File: src/rtl/sc_level_progress.sv
// Level/progress tracker: debounced active-low requests drive a 3-state machine
// that advances levels, steps progress manually or from a prescaled tick, and freezes on game over.
module sc_level_progress #(
  parameter int unsigned TICK_DIV     = 25000000,
  parameter int unsigned PROGRESS_MAX = 31
) (
  input  logic       SC_LEVEL_PROGRESS_CLOCK_50,
  input  logic       SC_LEVEL_PROGRESS_RESET_InLow,
  input  logic       SC_LEVEL_PROGRESS_Start_InLow,
  input  logic       SC_LEVEL_PROGRESS_upCount_InLow,
  input  logic       SC_LEVEL_PROGRESS_ProgressUpCount_InLow,
  input  logic       SC_LEVEL_PROGRESS_LevelEnd_InLow,
  input  logic       SC_LEVEL_PROGRESS_GameEnd_InLow,
  output logic [2:0] SC_LEVEL_PROGRESS_CurrentLevel_Out,
  output logic [4:0] SC_LEVEL_PROGRESS_ProgressCount_Out,
  output logic       SC_LEVEL_PROGRESS_Tick_Out
);

  typedef enum logic [1:0] {
    IDLE = 2'd0,
    RUN  = 2'd1,
    HOLD = 2'd2
  } state_t;

  localparam int unsigned START = 0;
  localparam int unsigned UP    = 1;
  localparam int unsigned PU    = 2;
  localparam int unsigned LE    = 3;
  localparam int unsigned GE    = 4;

  localparam logic [25:0] PRESC_LAST = 26'(TICK_DIV - 32'd1);
  localparam logic [4:0]  PROG_MAX   = 5'(PROGRESS_MAX);

  function automatic logic [4:0] prog_sat_inc(input logic [4:0] v);
    prog_sat_inc = (v >= PROG_MAX) ? PROG_MAX : v + 5'd1;
  endfunction

  function automatic logic [2:0] level_sat_inc(input logic [2:0] v);
    level_sat_inc = (v == 3'd7) ? 3'd7 : v + 3'd1;
  endfunction

  logic [4:0]  raw_s;
  logic [4:0]  s1_r;
  logic [4:0]  s2_r;
  logic [4:0]  arm_r;
  logic [4:0]  ev_s;
  logic        wrap_s;
  logic        advance_s;
  logic        halt_s;

  state_t      state_r, state_s;
  logic [2:0]  level_r, level_s;
  logic [4:0]  prog_r, prog_s;
  logic [25:0] presc_r, presc_s;
  logic        tick_r, tick_s;

  assign raw_s = {SC_LEVEL_PROGRESS_GameEnd_InLow, SC_LEVEL_PROGRESS_LevelEnd_InLow,
                  SC_LEVEL_PROGRESS_ProgressUpCount_InLow, SC_LEVEL_PROGRESS_upCount_InLow,
                  SC_LEVEL_PROGRESS_Start_InLow};

  // arm_r blocks an input held low through reset from looking like a fresh request
  assign ev_s      = s2_r & ~s1_r & arm_r;
  assign wrap_s    = (presc_r == PRESC_LAST);
  assign advance_s = ev_s[UP] | ev_s[LE];
  assign halt_s    = ~s1_r[GE] | ev_s[GE];

  // Input sample chains and per-input arming
  always_ff @(posedge SC_LEVEL_PROGRESS_CLOCK_50 or negedge SC_LEVEL_PROGRESS_RESET_InLow) begin
    if (!SC_LEVEL_PROGRESS_RESET_InLow) begin
      s1_r  <= 5'b11111;
      s2_r  <= 5'b11111;
      arm_r <= 5'b00000;
    end else begin
      s1_r  <= raw_s;
      s2_r  <= s1_r;
      arm_r <= arm_r | raw_s;
    end
  end

  // State, counters and tick register
  always_ff @(posedge SC_LEVEL_PROGRESS_CLOCK_50 or negedge SC_LEVEL_PROGRESS_RESET_InLow) begin
    if (!SC_LEVEL_PROGRESS_RESET_InLow) begin
      state_r <= IDLE;
      level_r <= 3'd0;
      prog_r  <= 5'd0;
      presc_r <= 26'd0;
      tick_r  <= 1'b0;
    end else begin
      state_r <= state_s;
      level_r <= level_s;
      prog_r  <= prog_s;
      presc_r <= presc_s;
      tick_r  <= tick_s;
    end
  end

  // Next-state and counter update
  always_comb begin
    state_s = state_r;
    level_s = level_r;
    prog_s  = prog_r;
    presc_s = presc_r;
    tick_s  = 1'b0;
    case (state_r)
      IDLE: begin
        level_s = 3'd0;
        prog_s  = 5'd0;
        presc_s = 26'd0;
        if (ev_s[START]) begin
          state_s = RUN;
          level_s = 3'd1;
        end else begin
          state_s = IDLE;
        end
      end
      RUN: begin
        if (halt_s) begin
          state_s = HOLD;
        end else if (advance_s) begin
          level_s = level_sat_inc(level_r);
          prog_s  = 5'd0;
          presc_s = 26'd0;
        end else begin
          presc_s = wrap_s ? 26'd0 : presc_r + 26'd1;
          tick_s  = wrap_s;
          if (wrap_s || ev_s[PU]) begin
            prog_s = prog_sat_inc(prog_r);
          end else begin
            prog_s = prog_r;
          end
        end
      end
      HOLD: begin
        if (ev_s[START]) begin
          state_s = RUN;
          level_s = 3'd1;
          prog_s  = 5'd0;
          presc_s = 26'd0;
        end else begin
          state_s = HOLD;
        end
      end
      default: begin
        state_s = IDLE;
        level_s = 3'd0;
        prog_s  = 5'd0;
        presc_s = 26'd0;
      end
    endcase
  end

  assign SC_LEVEL_PROGRESS_CurrentLevel_Out  = level_r;
  assign SC_LEVEL_PROGRESS_ProgressCount_Out = prog_r;
  assign SC_LEVEL_PROGRESS_Tick_Out          = tick_r;

endmodule

File: config.mk
export PLATFORM = sky130hd
export DESIGN_NAME = sc_level_progress
export DESIGN_NICKNAME = d
export VERILOG_FILES = /design/src/rtl/sc_level_progress.sv
export SDC_FILE = /design/constraint.sdc
export NUM_CORES = 1
export LEC_CHECK = 0
export BUFFER_PORTS_ARGS = -buffer_cell sky130_fd_sc_hd__buf_2
export CORE_MARGIN = 4
export CORE_UTILIZATION = 55
export CTS_CLUSTER_DIAMETER = 50
export DETAILED_ROUTE_END_ITERATION = 8
export GPL_TIMING_DRIVEN = 0
export PLACE_DENSITY_LB_ADDON = 0.25
export SETUP_SLACK_MARGIN = 0.05
export SLEW_MARGIN = 20
export SYNTH_ARGS = -nofsm -noshare
export SYNTH_HDL_FRONTEND = slang
export SYNTH_SLANG_ARGS = --single-unit
File: constraint.sdc
create_clock -name SC_LEVEL_PROGRESS_CLOCK_50 -period 2.3 [get_ports SC_LEVEL_PROGRESS_CLOCK_50]
set_input_delay 0.345 -clock SC_LEVEL_PROGRESS_CLOCK_50 [delete_from_list [all_inputs] [get_ports SC_LEVEL_PROGRESS_CLOCK_50]]
set_output_delay 0.345 -clock SC_LEVEL_PROGRESS_CLOCK_50 [all_outputs]
set_load 0.02 [all_outputs]
After elaboration in Yosys (flattened, before gate mapping) --
Cells that the tools add are included.
Storage, ports and cells: register bits after elaboration 52, input port bits 7, logic and storage cells 57, output and inout bits 9
Operators by class: order comparisons 1, bitwise logic cells 7, equal/unequal tests 9, multiplexer cells 24, add/sub/neg operators 3, reductions and logical operators 5
Operators by type and width (number):
- 26-bit 2-to-1 mux | 4
- 26-bit one-hot mux with 2 select lines | 1
- 26-bit by 1-bit adder with 26-bit output (second input constant) | 1
- 26-bit by 25-bit equality test with 1-bit output (second input constant) | 1
- 5-bit 2-to-1 mux | 5
- 3-bit 2-to-1 mux | 4
- 5-bit bitwise AND | 2
- 5-bit one-hot mux with 2 select lines | 1
- 3-bit one-hot mux with 3 select lines | 1
- 2-bit inequality test (second input constant) | 4
- 2-bit one-hot mux with 3 select lines | 1
- 3-bit AND reduction | 2
- 5-bit by 1-bit adder with 5-bit output (second input constant) | 1
- 5-bit >= comparator (second input constant) | 1
- 1-bit 2-to-1 mux | 5
- 5-bit inverter | 1
- 5-bit OR | 1
- 2-bit 2-to-1 mux | 2
- 3-bit by 1-bit adder with 3-bit output (second input constant) | 1
- 3-bit equality test (second input constant) | 1
- 3-bit inequality test (second input constant) | 1
- 2-bit by 1-bit equality test with 1-bit output (second input constant) | 1
- 2-bit equality test (second input constant) | 1
- 2-bit zero test | 1
- other kinds (4) | 5

Logic depth before layout (Yosys ltp) --
depth in word-level cells 8, gate-level depth with buffers 7, gate-level depth less buffers 7

Worst setup path before layout --
No wires, ideal clock.
path kind flip-flop to flip-flop, from reg presc_r[8], to reg presc_r[4], clock period less this slack 1815 ps, buffers on the path 2, library setup time 119 ps, path slack 485 ps, data required time 2181 ps, cell stages (with the launch flop) 8, data arrival time 1696 ps, cell sequence dfrtp_1 > nor4_1 > nand4_1 > or3_1 > buf_2 > a21oi_4 > buf_6 > nor2_1
Between the ends: longest elaborated chain between the ends 5
RTL lines:
- start: declaration | line 54 | logic [25:0] presc_r, presc_s;
- start signal: assignment | line 92 | presc_r <= presc_s;
- 26-bit by 25-bit equality test with 1-bit output | line 63 | assign wrap_s = (presc_r == PRESC_LAST);
- 26-bit 2-to-1 mux | line 124 | presc_s = wrap_s ? 26'd0 : presc_r + 26'd1;
- 26-bit 2-to-1 mux | line 119 | end else if (advance_s) begin
- 26-bit 2-to-1 mux | line 117 | if (halt_s) begin
- 26-bit one-hot mux with 2 select lines | line 104 | case (state_r)
No other way between the ends. The select of a mux whose other input is x is not followed. A chain may end at the register's enable or synchronous reset.

Worst setup path after layout --
from reg presc_r[8], to reg presc_r[3]
The elaborated chain is that of the path after synthesis.

==> out/metrics.cfg <==
[yosys]
synth_cell_types = 43
synth_commonest_cells = dfrtp_1 (41), nor2_1 (29), xor2_1 (21)
synth_edf_count = 0
synth_compound_area_share_pct = 9.411
avgSynthCellArea_um2 = 10.62
synth_area_leaders = dfrtp_1 (43%), dfstp_2 (9.9%), xor2_1 (7.7%)
synth_top_cell_by_area = dfrtp_1
synthAdderAreaFrac_pct = 2.103
mappedNetlistNets = 235
synthMostInstantiatedCell = dfrtp_1
synth_area_mm2 = 0.002380
yosys.area_share.simple_pct = 23.55
yosysSeqAreaShare_pct = 53.05
synthCells = 224
synthMuxAreaShare_pct = 0.4732
yosysWarnings = 0
synth_top_area_share_pct = 43.11
synthFlopType = dfrtp_1
synth-async-reset-ratio_pct = 100.0
synth_top_family_by_area = simple AND/OR/NAND/NOR gates
synth-xor-area-share_pct = 8.833
ys_ff_latch = 50

[cts]
cts_root_buffer = clkbuf_8
clk_latency_ns = 0.31
cts_tree = done
cts.path.max_buffers = 2
clkSlewWorstSetupHoldPaths_ns = 0.09
cts_setup_buffers = 0
clkSinkCount = 50
h-tree-depth = 2
cts_buffers = 5

[routing]
wl_um = 4426
avgViaCountPerCell = 5.805
drt_pass1_iterations = 4
wl_per_cell_um = 14.90
drcViolationCount = 0
postRouteAntennaNets = 0
dr_total_vias = 1724
drt_iter0_markers = 81

[global_route]
grt_max_degree = 51
grt_pass1_vias = 1697
gr-total-overflow = 0
grt_pass1_wl_um = 7810
grt.total_usage_pct = 18.50
grt_antenna_before_repair = 0

[sta]
worst_slew_pin_slew_ns = 0.8047
finalCritPeriodShare_pct = 90.38
hold_viol = 0
max-slew-margin-rel_pct = 45.94
max_freq_ghz = 0.4810
finClkSkew_ns = 0.006940
min_period_ns = 2.079
tns_ns = 0
maxSlewViolCount = 0
setup_viol = 0
rsz0062_at_grt = true

[floorplan]
die_width_um = 73.78
initial_core_util_pct = 58.24
fp-row-count = 23
die_h_um = 73.78
io_pins = 16
core_area_mm2 = 0.004086
dieArea_mm2 = 0.005443

[run_status]
status = complete, no violations

[power_and_ir_drop]
ir_worst_vdd_mv = 0.6395
p_per_area_mw_per_mm2 = 739.3
power_leakage_nw = 1.170

[critical_path]
endpoint_kind = flop
critPathRequiredTime_ns = 2.50
r2r-end = presc_r[3]
critPathKind = reg -> reg
cp.arrival_ns = 2.28
r2r_slack_ns = 0.22
start_kind = flop
worstPathMaxFanout = 10
critPathLaunch = presc_r[8]
timing.rr.start = presc_r[8]
reg2reg_depth = 7
crit_end = presc_r[3]

[cells_and_area]
layout-drive-gt1-share_pct = 19.84
diodes = 0
layout.cells.non_filler = 297
utilization_pct = 65.43
layout.nets = 257
syn_to_final_growth_pct = 12.36

[placement]
io_buffers = 15
hpwl_um = 2952
place_inst = 289
gp_congestion = 0.8428

[job]
drv_cap = 0

[hold_path]
hold_class = in -> async

[critical path, cell delays in order, from the launching register on]
cell,delay (ns)
dfrtp_1,0.43
nor4_2,0.32
nand4_1,0.19
or3_1,0.38
buf_2,0.17
a21oi_4,0.23
buf_6,0.18
nor2_1,0.06
[power breakdown]
part | total (W) | internal [W] | switching, W
logic | 0.000287 | 0.000104 | 0.000184
clock network | 0.000732 | 0.000435 | 0.000296
registers | 0.000958 | 0.000921 | 0.0000363
[through the flow]
step	area, µm²	power, W	hold slack, ns	worst slack, ns
floorplan	2380	0.001166	0.04941	0.4847
global placement	2517	0.001254	0.3533	0.1500
detailed placement	2517	0.001259	0.3545	0.1732
CTS	2655	0.001986	0.1316	0.1201
global route	2674	0.002062	0.09055	0.03537
finish	2674	0.001977	0.04552	0.2212
[sequential cells by signal, summed over array words and instances (netlist names)]
name / count
SC_LEVEL_PROGRESS_CurrentLevel_Out: 3
state_r: 2
presc_r: 26
arm_r: 4
s1_r: 5
s2_r: 4
SC_LEVEL_PROGRESS_Tick_Out: 1
SC_LEVEL_PROGRESS_ProgressCount_Out: 5
[worst min-delay path by stage]
stage                                          start                                     to  slack (ns)  cells past startpoint
floorplan              SC_LEVEL_PROGRESS_RESET_InLow  SC_LEVEL_PROGRESS_CurrentLevel_Out[0]        0.05                      0
global placement                             s1_r[0]                                s2_r[0]        0.35                      0
detailed placement                           s1_r[2]                                s2_r[2]        0.35                      0
CTS                 SC_LEVEL_PROGRESS_LevelEnd_InLow                                s1_r[3]        0.13                      1
global route           SC_LEVEL_PROGRESS_RESET_InLow                               arm_r[1]        0.09                      1
finish                 SC_LEVEL_PROGRESS_RESET_InLow                               arm_r[1]        0.05                      1
[kinds of logic after synthesis]
logic type	Yosys count
compound gates	29
buf+inv	11
xor+xnor	24
fa+ha+maj	4
simple gates	105
flops	50
mux	1
[timing repair]
action / CTS / global route
endpoints found under the hold margin: 0 / 0
gates resized for setup: 0 / 3
hold buffers: 0 / 0
setup endpoints to repair: 0 / 23
[placed cells by master (no fill, tap or decap), types with 2 or more instances in the layout]
cell type,netlist,routed
nand3b_1,3,3
dfrtp_1,41,41
xor2_1,21,21
ha_1,4,4
o2111ai_1,2,2
inv_1,4,4
a311oi_1,3,3
nor4_2,0,2
buf_4,1,2
and4_1,3,3
clkbuf_8,0,5
nor2_1,29,29
xnor2_1,3,3
buf_6,2,2
nand4b_1,2,2
nor2b_1,2,2
nand2b_1,2,2
nand4_1,13,13
a31oi_1,3,3
bufinv_16,0,2
nand2_1,16,16
buf_2,1,15
dfstp_2,9,9
clkbuf_1,2,2
a21oi_1,7,6
or2_2,4,4
nand3_1,12,12
or3_1,2,2
and3_1,9,9
o21ai_0,6,6
a21o_1,2,2
[per-layer routing]
| layer | vias to the layer above | track usage (%) | part of all wire [%] |
|---|---|---|---|
| met3 | 5 | 4.104 | 4.6 |
| met1 | 840 | 26.41 | 48 |
| met2 | 40 | 28.54 | 46 |
| met4 | 0 | 4.829 | 1.1 |
| met5 | - | 0 | 0 |
| li1 | 839 | - | - |
[cell type report]
type / count / area [µm²]
Inverter: 4 / 15.01
Sequential cell: 50 / 1262
Fill cell: 336 / 1413
Clock buffer: 5 / 68.82
Buffer: 7 / 46.29
Clock inverter: 3 / 68.82
Multi-Input combinational cell: 163 / 1072
Timing Repair Buffer: 15 / 77.57
Tap cell: 50 / 62.56
Note: power is estimated with default switching activity, not from simulation.
